<file path="config.mk">
export PLATFORM = sky130hd
export DESIGN_NAME = draw_ball
export DESIGN_NICKNAME = d
export VERILOG_FILES = /design/src/rtl/draw_ball.sv
export SDC_FILE = /design/constraint.sdc
export NUM_CORES = 1
export LEC_CHECK = 0
export CORE_MARGIN = 2
export CORE_UTILIZATION = 28
export CTS_BUF_LIST = sky130_fd_sc_hd__clkbuf_16
export CTS_CLUSTER_DIAMETER = 60
export DETAILED_ROUTE_END_ITERATION = 8
export SYNTH_ARGS = -nofsm -noshare
export SYNTH_HDL_FRONTEND = slang
export SYNTH_SLANG_ARGS = --single-unit
</file>
<file path="constraint.sdc">
create_clock -name pclk -period 5.65 [get_ports pclk]
set_input_delay 1.13 -clock pclk [delete_from_list [all_inputs] [get_ports pclk]]
set_output_delay 1.13 -clock pclk [all_outputs]
set_load 0.1 [all_outputs]
</file>
<file path="src/rtl/draw_ball.sv">
// draw_ball: overlays the ball on the pixel stream and runs its per-frame motion FSM.
// Define BALL_SPEEDUP_EN to make the ball speed up by one pixel per racket hit, up to twice SPEED.
module draw_ball #(
  parameter int BALL_SIZE   = 8,
  parameter int SCREEN_W    = 1024,
  parameter int SCREEN_H    = 768,
  parameter int SPEED       = 4,
  parameter int HOLD_FRAMES = 60,
  parameter int L_FACE      = 60,
  parameter int R_FACE      = 963,
  parameter int RACKET_LEN  = 80
) (
  input  logic        pclk,
  input  logic        rst,
  input  logic [10:0] vcount_in,
  input  logic [10:0] hcount_in,
  input  logic        vsync_in,
  input  logic        hsync_in,
  input  logic        vblnk_in,
  input  logic        hblnk_in,
  input  logic [11:0] rgb_in,
  input  logic [9:0]  y_pos,
  input  logic [11:0] y_pos_sec,
  input  logic [11:0] ball_color,
  input  logic        serve,
  input  logic        serve_dir,
  output logic [10:0] vcount_out,
  output logic [10:0] hcount_out,
  output logic        vsync_out,
  output logic        hsync_out,
  output logic        vblnk_out,
  output logic        hblnk_out,
  output logic [11:0] rgb_out,
  output logic        goal_left,
  output logic        goal_right,
  output logic [10:0] ball_x,
  output logic [10:0] ball_y
);
  localparam logic [11:0] BS = 12'(BALL_SIZE);
  localparam logic [11:0] W  = 12'(SCREEN_W);
  localparam logic [11:0] H  = 12'(SCREEN_H);
  localparam logic [11:0] LF = 12'(L_FACE);
  localparam logic [11:0] RF = 12'(R_FACE);
  localparam logic [11:0] RL = 12'(RACKET_LEN);
  localparam logic [11:0] SP = 12'(SPEED);
  localparam logic [10:0] CX = 11'((SCREEN_W - BALL_SIZE) / 2);
  localparam logic [10:0] CY = 11'((SCREEN_H - BALL_SIZE) / 2);
  localparam int CW = $clog2(HOLD_FRAMES + 1);
  typedef enum logic [1:0] {IDLE, MOVE, SCORED} state_t;
  state_t state_q;
  logic dir_x_q, dir_y_q, vblnk_q;
  logic [CW-1:0] cnt_q;
  logic [11:0] sp;
`ifdef BALL_SPEEDUP_EN
  localparam logic [11:0] SP_MAX = 12'(2 * SPEED);
  logic [11:0] sp_q;
  assign sp = sp_q;
`else
  assign sp = SP;
`endif
  logic [11:0] bx, by, yl, hx, vy;
  logic tick, ov_l, ov_r, hit_l, hit_r, goal_l, goal_r, top, bot, in_ball, ndx, ndy;
  logic [10:0] mv_x, mv_y;
  // all geometry is compared at 12 bits so sums near the screen edge never wrap
  always_comb begin
    bx      = {1'b0, ball_x};
    by      = {1'b0, ball_y};
    yl      = {2'b0, y_pos};
    hx      = {1'b0, hcount_in};
    vy      = {1'b0, vcount_in};
    tick    = vblnk_in & ~vblnk_q;
    ov_l    = (by + BS > yl) && (by < yl + RL);
    ov_r    = (by + BS > y_pos_sec) && (by < y_pos_sec + RL);
    hit_l   = !dir_x_q && bx >= LF && bx - sp < LF && ov_l;
    hit_r   = dir_x_q && bx + BS <= RF && bx + BS + sp > RF && ov_r;
    goal_r  = !dir_x_q && !hit_l && bx < sp;
    goal_l  = dir_x_q && !hit_r && bx + BS + sp > W;
    mv_x    = 11'(hit_l ? LF : hit_r ? RF - BS : (goal_l || goal_r) ? bx : dir_x_q ? bx + sp : bx - sp);
    ndx     = hit_l ? 1'b1 : hit_r ? 1'b0 : dir_x_q;
    top     = !dir_y_q && by < sp;
    bot     = dir_y_q && by + BS + sp > H;
    mv_y    = 11'(top ? 12'd0 : bot ? H - BS : dir_y_q ? by + sp : by - sp);
    ndy     = top ? 1'b1 : bot ? 1'b0 : dir_y_q;
    in_ball = hx >= bx && hx < bx + BS && vy >= by && vy < by + BS && state_q != SCORED;
  end
  always_ff @(posedge pclk) begin
    if (rst) begin
      vcount_out <= '0;
      hcount_out <= '0;
      vsync_out  <= 1'b0;
      hsync_out  <= 1'b0;
      vblnk_out  <= 1'b0;
      hblnk_out  <= 1'b0;
      rgb_out    <= '0;
      goal_left  <= 1'b0;
      goal_right <= 1'b0;
      ball_x     <= CX;
      ball_y     <= CY;
      state_q    <= IDLE;
      dir_x_q    <= 1'b1;
      dir_y_q    <= 1'b1;
      cnt_q      <= '0;
      vblnk_q    <= 1'b0;
`ifdef BALL_SPEEDUP_EN
      sp_q       <= SP;
`endif
    end else begin
      vcount_out <= vcount_in;
      hcount_out <= hcount_in;
      vsync_out  <= vsync_in;
      hsync_out  <= hsync_in;
      vblnk_out  <= vblnk_in;
      hblnk_out  <= hblnk_in;
      rgb_out    <= in_ball ? ball_color : rgb_in;
      vblnk_q    <= vblnk_in;
      goal_left  <= 1'b0;
      goal_right <= 1'b0;
      case (state_q)
        IDLE: if (serve) begin
          state_q <= MOVE;
          dir_x_q <= serve_dir;
          dir_y_q <= 1'b1;
`ifdef BALL_SPEEDUP_EN
          sp_q    <= SP;
`endif
        end
        MOVE: if (tick) begin
          ball_x     <= mv_x;
          ball_y     <= mv_y;
          dir_x_q    <= ndx;
          dir_y_q    <= ndy;
          goal_left  <= goal_l;
          goal_right <= goal_r;
          if (goal_l || goal_r) state_q <= SCORED;
`ifdef BALL_SPEEDUP_EN
          if ((hit_l || hit_r) && sp_q != SP_MAX) sp_q <= sp_q + 12'd1;
`endif
        end
        SCORED: if (tick) begin
          if (cnt_q == CW'(HOLD_FRAMES - 1)) begin
            state_q <= IDLE;
            cnt_q   <= '0;
            ball_x  <= CX;
            ball_y  <= CY;
          end else cnt_q <= cnt_q + 1'b1;
        end
        default: state_q <= IDLE;
      endcase
    end
  end
endmodule

</file>
# After elaboration in Yosys (flattened, before gate mapping)
# Index checks and enable logic that the tools add are counted.
[totals] out_inout_bits=62 ff_bits=72 in_bits=76
[op_classes] order_cmp=16 reduce_logical=33 n_eq_ne=12 bitwise_logic=4 addsub=11 n_mux=33
[ops] cell="11-bit two-way mux" count=13
[ops] cell="11-bit case mux with 2 select lines" count=2
[ops] cell="11-bit by 12-bit less-than comparator with 1-bit output" count=3
[ops] cell="11-bit by 4-bit adder with 12-bit output, second input constant" count=2
[ops] cell="12-bit by 3-bit adder with 12-bit output, second input constant" count=2
[ops] cell="12-bit by 10-bit greater-than comparator with 1-bit output, second input constant" count=2
[ops] cell="11-bit by 3-bit adder with 11-bit output, second input constant" count=2
[ops] cell="11-bit >= comparator" count=2
[ops] cell="11-bit by 3-bit less-than comparator with 1-bit output, second input constant" count=2
[ops] cell="1-bit logical AND" count=18
[ops] cell="12-bit by 7-bit adder with 12-bit output, second input constant" count=1
[ops] cell="12-bit by 10-bit greater-than comparator with 1-bit output" count=1
[ops] cell="12-bit by 11-bit greater-than comparator with 1-bit output, second input constant" count=1
[ops] cell="12-bit greater-than comparator" count=1
[ops] cell="12-bit by 10-bit <= comparator with 1-bit output, second input constant" count=1
[ops] cell="12-bit by 6-bit less-than comparator with 1-bit output, second input constant" count=1
[ops] cell="12-bit two-way mux" count=1
[ops] cell="2-bit != test, second input constant" count=6
[ops] cell="4-bit AND reduction" count=3
[ops] cell="11-bit by 3-bit subtractor with 12-bit output, second input constant" count=1
[ops] cell="10-bit by 7-bit adder with 11-bit output, second input constant" count=1
[ops] cell="11-bit by 6-bit >= comparator with 1-bit output, second input constant" count=1
[ops] cell="11-bit less-than comparator" count=1
[ops] cell="11-bit by 3-bit subtractor with 11-bit output, second input constant" count=1
[ops] cell="20 further kinds" count=40

# Depth between registers and ports, before layout
# Gate-level depths: netlist of the first run.
[logic_depth] depth_word=14 ltp_mapped=15 mapped_depth_nobuf=14

# Worst setup path after synthesis of the first run
# Ideal clock, no wire load.
[synth_timing] kind="register to register" startpoint="register ball_y[3]" endpoint="register ball_x[9]" path_slack_ns=1.795 path_buffers=1 setup_time_ns=0.086 t_arrival_ns=3.769 required_ns=5.564 stages_incl_launch_ff=15 cell_sequence="dfxtp_1 ha_1 clkbuf_1 nand3_1 xnor2_1 ha_1 nand4_1 nor2_1 a211oi_1 nor2_1 a211oi_1 or4_1 nor2_1 o21bai_1 a221oi_2"
[synth_via] elab_chain_cells=10 word_cells_on_any_way=22 classes_between="add/sub: 1; order compare: 4; eq/ne: 1; mux: 4; reduce/logical: 12"
[synth_lines] item="start, declared" line_no="37" text="output logic [10:0] ball_y"
[synth_lines] item="start signal, assigned" line_no="129" text="ball_y <= mv_y;"
[synth_lines] item="11-bit by 4-bit adder with 12-bit output" line_no="72, 73"
[synth_lines] item="12-bit greater-than comparator / 12-bit by 10-bit greater-than comparator with 1-bit output (equally long branches)" line_no="73, 72"
[synth_lines] item="1-bit logical AND, on equally long branches" line_no="73, 72"
[synth_lines] item="1-bit logical AND, on equally long branches" line_no="75, 74"
[synth_lines] item="1-bit zero test, on equally long branches" line_no="77, 76"
[synth_lines] item="1-bit logical AND, on equally long branches (2 in a row)" line_no="77, 76"
[synth_lines] item="1-bit logical OR" line_no="78" text="mv_x = 11'(hit_l ? LF : hit_r ? RF - BS : (goal_l || goal_r) ? bx : dir_x_q ? bx + sp : bx - sp);"
[synth_lines] item="4-bit != test (no source line)"
[synth_lines] item="5-bit AND reduction (no source line)"
[synth_lines] item="end signal, assigned" line_no="128" text="ball_x <= mv_x;"
[synth_lines] item="end, declared" line_no="36" text="output logic [10:0] ball_x,"
# Several ways; a longest one is shown, not always the timed one. The select of a mux whose other input is x is not followed.
# A chain may end at the register's enable or synchronous reset.

# Worst setup path after layout of the first run
[layout_timing] startpoint="input port y_pos_sec[4]" endpoint="register ball_x[9]"
[layout_via] elab_chain_cells=10 word_cells_on_any_way=15 classes_between="add/sub: 1; order compare: 2; eq/ne: 1; mux: 4; reduce/logical: 7"
[layout_lines] item="start, declared" line_no="23" text="input logic [11:0] y_pos_sec,"
[layout_lines] item="12-bit by 7-bit adder with 12-bit output" line_no="73" text="ov_r = (by + BS > y_pos_sec) && (by < y_pos_sec + RL);"
[layout_lines] item="11-bit by 12-bit less-than comparator with 1-bit output" line_no="73"
[layout_lines] item="1-bit logical AND (*)" line_no="73"
[layout_lines] item="1-bit logical AND (*)" line_no="75" text="hit_r = dir_x_q && bx + BS <= RF && bx + BS + sp > RF && ov_r;"
[layout_lines] item="1-bit zero test" line_no="77" text="goal_l = dir_x_q && !hit_r && bx + BS + sp > W;"
[layout_lines] item="1-bit logical AND (2 in a row)" line_no="77"
[layout_lines] item="1-bit logical OR" line_no="78"
[layout_lines] item="4-bit != test (no source line)"
[layout_lines] item="5-bit AND reduction (no source line)"
# Every way passes the cells marked *; elsewhere a longest branch is shown, timed or not. The select of a mux whose other input is x is not followed.

==> qor.csv, run 1 <==
metric,value,unit
outcome,finished clean,
min_path_cells,2,
antenna_found_initial,0,
ys.flop_type,dfxtp_1,
synthCells,749,
min_to,state_q[0],
clock_latency,340,ps
r2r_end,rgb_out[5],
nets,1037,
cts_root_buf,clkbuf_16,
async_flop_share,0,
grt_pass1_vias,5434,
synthTopCellsByArea,"dfxtp_1 23%, ha_1 20%, nand2_1 4.7%, nor2b_1 3.5%, xnor2_1 3.5%",
core_area,21100,µm²
cts_buffers,9,
place_congestion,0.893,
tightest_slew,1010,ps
worst-r2r-cell-count,11,
swShare,0.534,
internal-power,1.92,mW
synth_edf_count,0,
cts_hold_buf,0,
drv_slew,0,
grt_usage,0.162,
end_kind,flip-flop,
hp-start,state_q[0],
critPathKind,in -> reg,
synth_common_cells,"94 x ha_1, 76 x nand2_1, 69 x dfxtp_1",
finClkSkew,10.1,ps
grt_max_degree,43,
peakVddDrop,0.000162,V
cp_data_arrival_time,4530,ps
cts_tree,done,
hold_slack,485,ps
dr.first_iter.drc_count,383,
die_x,151,µm
setup-tns-final,0,ps
drive_above_1_share,0.0436,
detail_route.vias_per_cell,5.12,
grt-busiest-layer,met2,
fmax,234,MHz
synth_seq_cells,69,
rows,53,
hold_class,reg -> reg,
dr.pass1.iters,5,
grtUsageMet1,0.222,
htreeDepth,3,
powerDensity,522,nW/µm²
synth_area,6020,µm²
area_growth,31.1,%
p_switching,2.20,mW
r2r-start,ball_y[4],
yosys.area.top_type,dfxtp_1,
cts.reportedPaths.clkPinSlew,60,ps
ys_seq_area_frac,0.229,
wl_per_cell,16.1,µm
avgSynthCellArea,8.04,µm²
critical_path.max_fanout,5,
critPathRequiredTime,5910,ps
cts_resized,0,
clockBufferDepth,2,
ys.warnings.count,0,
comb_power_share,0.656,
setup_viol,0,
timing.reg2reg.setup_slack,1500,ps
met3_usage,0.0248,
io_buffers,135,
drc,0,
io_pins,138,
grt_use_met2,0.255,
slew_headroom,0.326,
rsz0062_at_grt,false,
finalCritPeriodShare,0.756,
die_area,22700,µm²
grt_pass1_wl,28900,µm
dieHeight,151,µm
yosysMostFrequentCell,ha_1,
yosys.area.top_type_share,0.229,
finalCriticalPeriod,4270,ps
hold_violations,0,
post_cts.repair.setup_buffers,0,
pwr-share-seq,0.198,
synth_cell_types,86,
vias,5874,
clock-sinks,69,
clkPwrFrac,0.146,
grt-ovfl-total,0,
initial_core_util,0.286,
hpwl,14100,µm
routed_wl,18400,µm
p_total,4.12,mW
cp-start-kind,input pin,
power_leakage,3.38,nW
num_antenna_cells,0,
ant_nets,0,
maxCapViolations,0,
cells by family after synthesis:
kind of cell               share of synthesized area
and+or+nand+nor                                0.234
AOI/OAI and AO/OA                              0.205
adders and majority gates                      0.195
buffers and inverters                         0.0596
DFF                                            0.229
xor gates and xnor gates                      0.0493
muxes                                         0.0268
other                                       0.000623
area by class of cell:
type | count | area [µm²]
clock buffers | 9 | 225
clock inverters | 7 | 83.8
fillers | 2213 | 13200
inverters | 57 | 214
multi-input cells | 593 | 4280
flip-flops and latches | 69 | 1380
well taps | 275 | 344
repair buffers | 137 | 1360
how the worst max path moves through the flow:
stage | start | endpoint | slack, ps | cells past startpoint
final | y_pos_sec[4] | ball_x[9] | 1380 | 12
after global routing | y_pos_sec[4] | ball_x[9] | 1140 | 12
after CTS | y_pos_sec[4] | ball_x[9] | 1370 | 12
after detailed placement | y_pos_sec[4] | ball_x[9] | 1010 | 12
after global placement | y_pos_sec[4] | ball_x[9] | 1090 | 12
after floorplan | ball_y[3] | ball_x[9] | 1790 | 14
state kept, by name (all words and copies together), names as in the netlist:
register    flops
rgb_out        12
hcount_out     11
vcount_out     11
ball_x         10
ball_y          9
cnt_q           6
state_q         2
dir_x_q         1
dir_y_q         1
goal_left       1
goal_right      1
hblnk_out       1
hsync_out       1
vblnk_q         1
vsync_out       1
layer usage:
metal | wire length [µm] | vias up
met5 | 0 | -
met4 | 381 | 0
met2 | 8110 | 198
met1 | 8930 | 2721
li1 | - | 2932
met3 | 1010 | 23
worst max-delay path: stages:
cell and delay [ps]:
clkdlybuf4s50_1 480, ha_1 260, o2111ai_1 230, xnor2_1 100, ha_1 190, or4_1 520, a211oi_1 180, nor3_1 90
or4_1 630, nor2_1 350, o21bai_1 120, a221oi_2 250
per-stage QoR:
| step | util | instances | setup WS, ps | area (µm²) |
|---|---|---|---|---|
| 6_report | 0.374 | 1147 | 1380 | 7890 |
| 5_1_grt | 0.374 | 1147 | 1140 | 7890 |
| 4_1_cts | 0.374 | 1147 | 1370 | 7890 |
| 3_5_place_dp | 0.360 | 1131 | 1010 | 7580 |
| 3_3_place_gp | 0.360 | 1131 | 1090 | 7580 |
| 2_1_floorplan | - | 750 | 1790 | 6020 |
power by group through the flow:
| stage | combinational [mW] | sequential, mW | clock, mW |
|---|---|---|---|
| final | 2.70 | 0.815 | 0.602 |
| after global routing | 2.96 | 0.830 | 0.640 |
| after CTS | 2.70 | 0.809 | 0.617 |
| after detailed placement | 2.68 | 0.819 | 0 |
| after global placement | 2.66 | 0.817 | 0 |
| after floorplan | 1.66 | 1.16 | 0 |
layout by cell type (no fill, tap or decap), drive strengths merged, types with 24 or more instances in the layout:
cell and count:
nand2 77, o21ai 43, a21oi 36, inv 59
xnor2 24, clkdlybuf4s50 134, nor2b 34, nand3 24
nor2 47, dfxtp 69, ha 94
(Power assumes the default switching activity.)
==> run 2, diff against run 1 <==
- clock period: 5.65 -> 3.88 ns (I/O delays scaled with it)
==> run 2 against run 1 <==
Effect of this change:
- clock skew shrank 4.8 ps
- count of clock-buffer cells in the layout is the same
- flip-flop and latch count unchanged
- sequential share of layout area fell by 0.62 points
- cell count rose by 3.2%
- setup slack got worse by 1100 ps
- largest cell class unchanged
- largest power group unchanged
==> qor.csv, run 2 (synthesis gave the netlist of run 1 again) <==
metric,value,unit
cts_hold_buf,0,
outcome,finished clean,
critPathKind,in -> reg,
wl_per_cell,15.9,µm
crit_top_cell,ha_1,
top_layer,met4,
cp_cell_sequence,clkdlybuf4s50_1 > ha_1 > o2111ai_2 > xnor2_1 > ha_1 > or4_1 > a211oi_1 > nor3_1 > or4_4 > buf_4 > o21ai_2 > o21ai_1 > a22oi_1,
antenna_found_initial,0,
setup_viol,0,
largest_reg_flops,12,
clock-sinks,69,
cts.reportedPaths.clkPinSlew,50,ps
final_common_cell,clkdlybuf4s50_1,
end_kind,flip-flop,
drv_slew,0,
routed_wl,18800,µm
finalCritPeriodShare,0.937,
cts_buffers,9,
core_area,21100,µm²
grt_usage,0.165,
dieHeight,151,µm
vias,5966,
fmax,275,MHz
cp-start-kind,input pin,
drt-met1-wl,8820,µm
hpwl,14700,µm
place_congestion,0.883,
cp_slowest_stage_delay,560,ps
nets,1074,
worst-r2r-cell-count,9,
clockBufferDepth,2,
hold_class,reg -> reg,
peakVddDrop,0.000363,V
cts_tree,done,
io_pins,138,
grt-ovfl-total,0,
power_leakage,3.57,nW
tightest_slew,1010,ps
grt_max_degree,35,
drive_above_1_share,0.0990,
finClkSkew,5.28,ps
post-place-ws,-311,ps
rows,53,
htreeDepth,3,
reg.largest.list,"rgb_out: 12 flops, hcount_out: 11 flops, vcount_out: 11 flops",
grt_pass1_vias,5476,
cts_root_buf,clkbuf_16,
min_path_cells,2,
critPathRequiredTime,4140,ps
io_buffers,135,
layout_common_cells,"123 x clkdlybuf4s50_1, 94 x ha_1, 76 x nand2_1",
clock_latency,340,ps
detail_route.vias_per_cell,5.04,
critical-path-top-delay-family,simple AND/OR/NAND/NOR gates,
die_x,151,µm
ant_nets,0,
cp.depth,13,
wl_met2,8340,µm
dr_wl_met3,1290,µm
rsz0062_at_grt,false,
cp_slowest_cell,or4_4,
top_register,rgb_out,
hold_violations,0,
dr.first_iter.drc_count,430,
num_antenna_cells,0,
dr.pass1.iters,5,
finalCriticalPeriod,3640,ps
area_growth,35.9,%
slew_headroom,0.325,
die_area,22700,µm²
critical_path.max_fanout,4,
cp.buffers_inverters,2,
grt_pass1_wl,29300,µm
setup-tns-final,0,ps
initial_core_util,0.286,
powerDensity,771,nW/µm²
cp_data_arrival_time,3890,ps
drc,0,
maxCapViolations,0,
worst_slack,243,ps
==> run 2: final cells by class <==
cell class              instances  area (µm²)
clock inverters                 7         106
fillers                      2182       12900
clock buffers                   9         225
inverters                      57         214
well taps                     275         344
flip-flops and latches         69        1380
repair buffers                174        1610
multi-input cells             593        4300
==> run 2: tightest hold or removal path: cells and delay by family, from the launching register on <==
family	cells	cell delay [ps]
compound gates	2	130
flops	1	310
==> run 2: worst paths after layout <==
path / startpoint / to / slack [ps]
worst min-delay path: cnt_q[5] / cnt_q[5] / 490
worst max register to register: ball_x[8] / rgb_out[8] / 340
worst max-delay path: y_pos_sec[5] / ball_x[8] / 240
worst min register to register: cnt_q[5] / cnt_q[5] / 490
==> run 2: power breakdown <==
part           internal (mW)  switching [mW]  total [mW]
Combinational           1.59            2.78        4.38
Sequential             0.824           0.168       0.992
Clock                  0.620           0.319       0.939
Total                   3.04            3.27        6.31
==> run 2: layer usage <==
| layer | vias to the layer above | global-route usage |
|---|---|---|
| met5 | - | 0 |
| met2 | 197 | 0.263 |
| met3 | 25 | 0.0306 |
| met1 | 2726 | 0.225 |
| met4 | 0 | 0.0556 |
| li1 | 3018 | - |
==> run 2: repair_timing <==
item / 4_1_cts / 5_1_grt
gates resized for setup: 0 / 6
hold endpoints to repair: 0 / 0
endpoints found under the setup margin: 0 / 8
buffers inserted: 0 / 0
==> run 2: metrics by stage <==
| stage | instance area [µm²] | hold WS, ps | power [mW] | instances | util |
|---|---|---|---|---|---|
| after global routing | 8180 | 530 | 6.82 | 1184 | 0.388 |
| final | 8180 | 493 | 6.31 | 1184 | 0.388 |
| after global placement | 7840 | 471 | 5.31 | 1168 | 0.372 |
| after detailed placement | 7840 | 485 | 5.33 | 1168 | 0.372 |
| after CTS | 8170 | 495 | 6.31 | 1184 | 0.387 |
| after floorplan | 6020 | 452 | 4.10 | 750 | - |
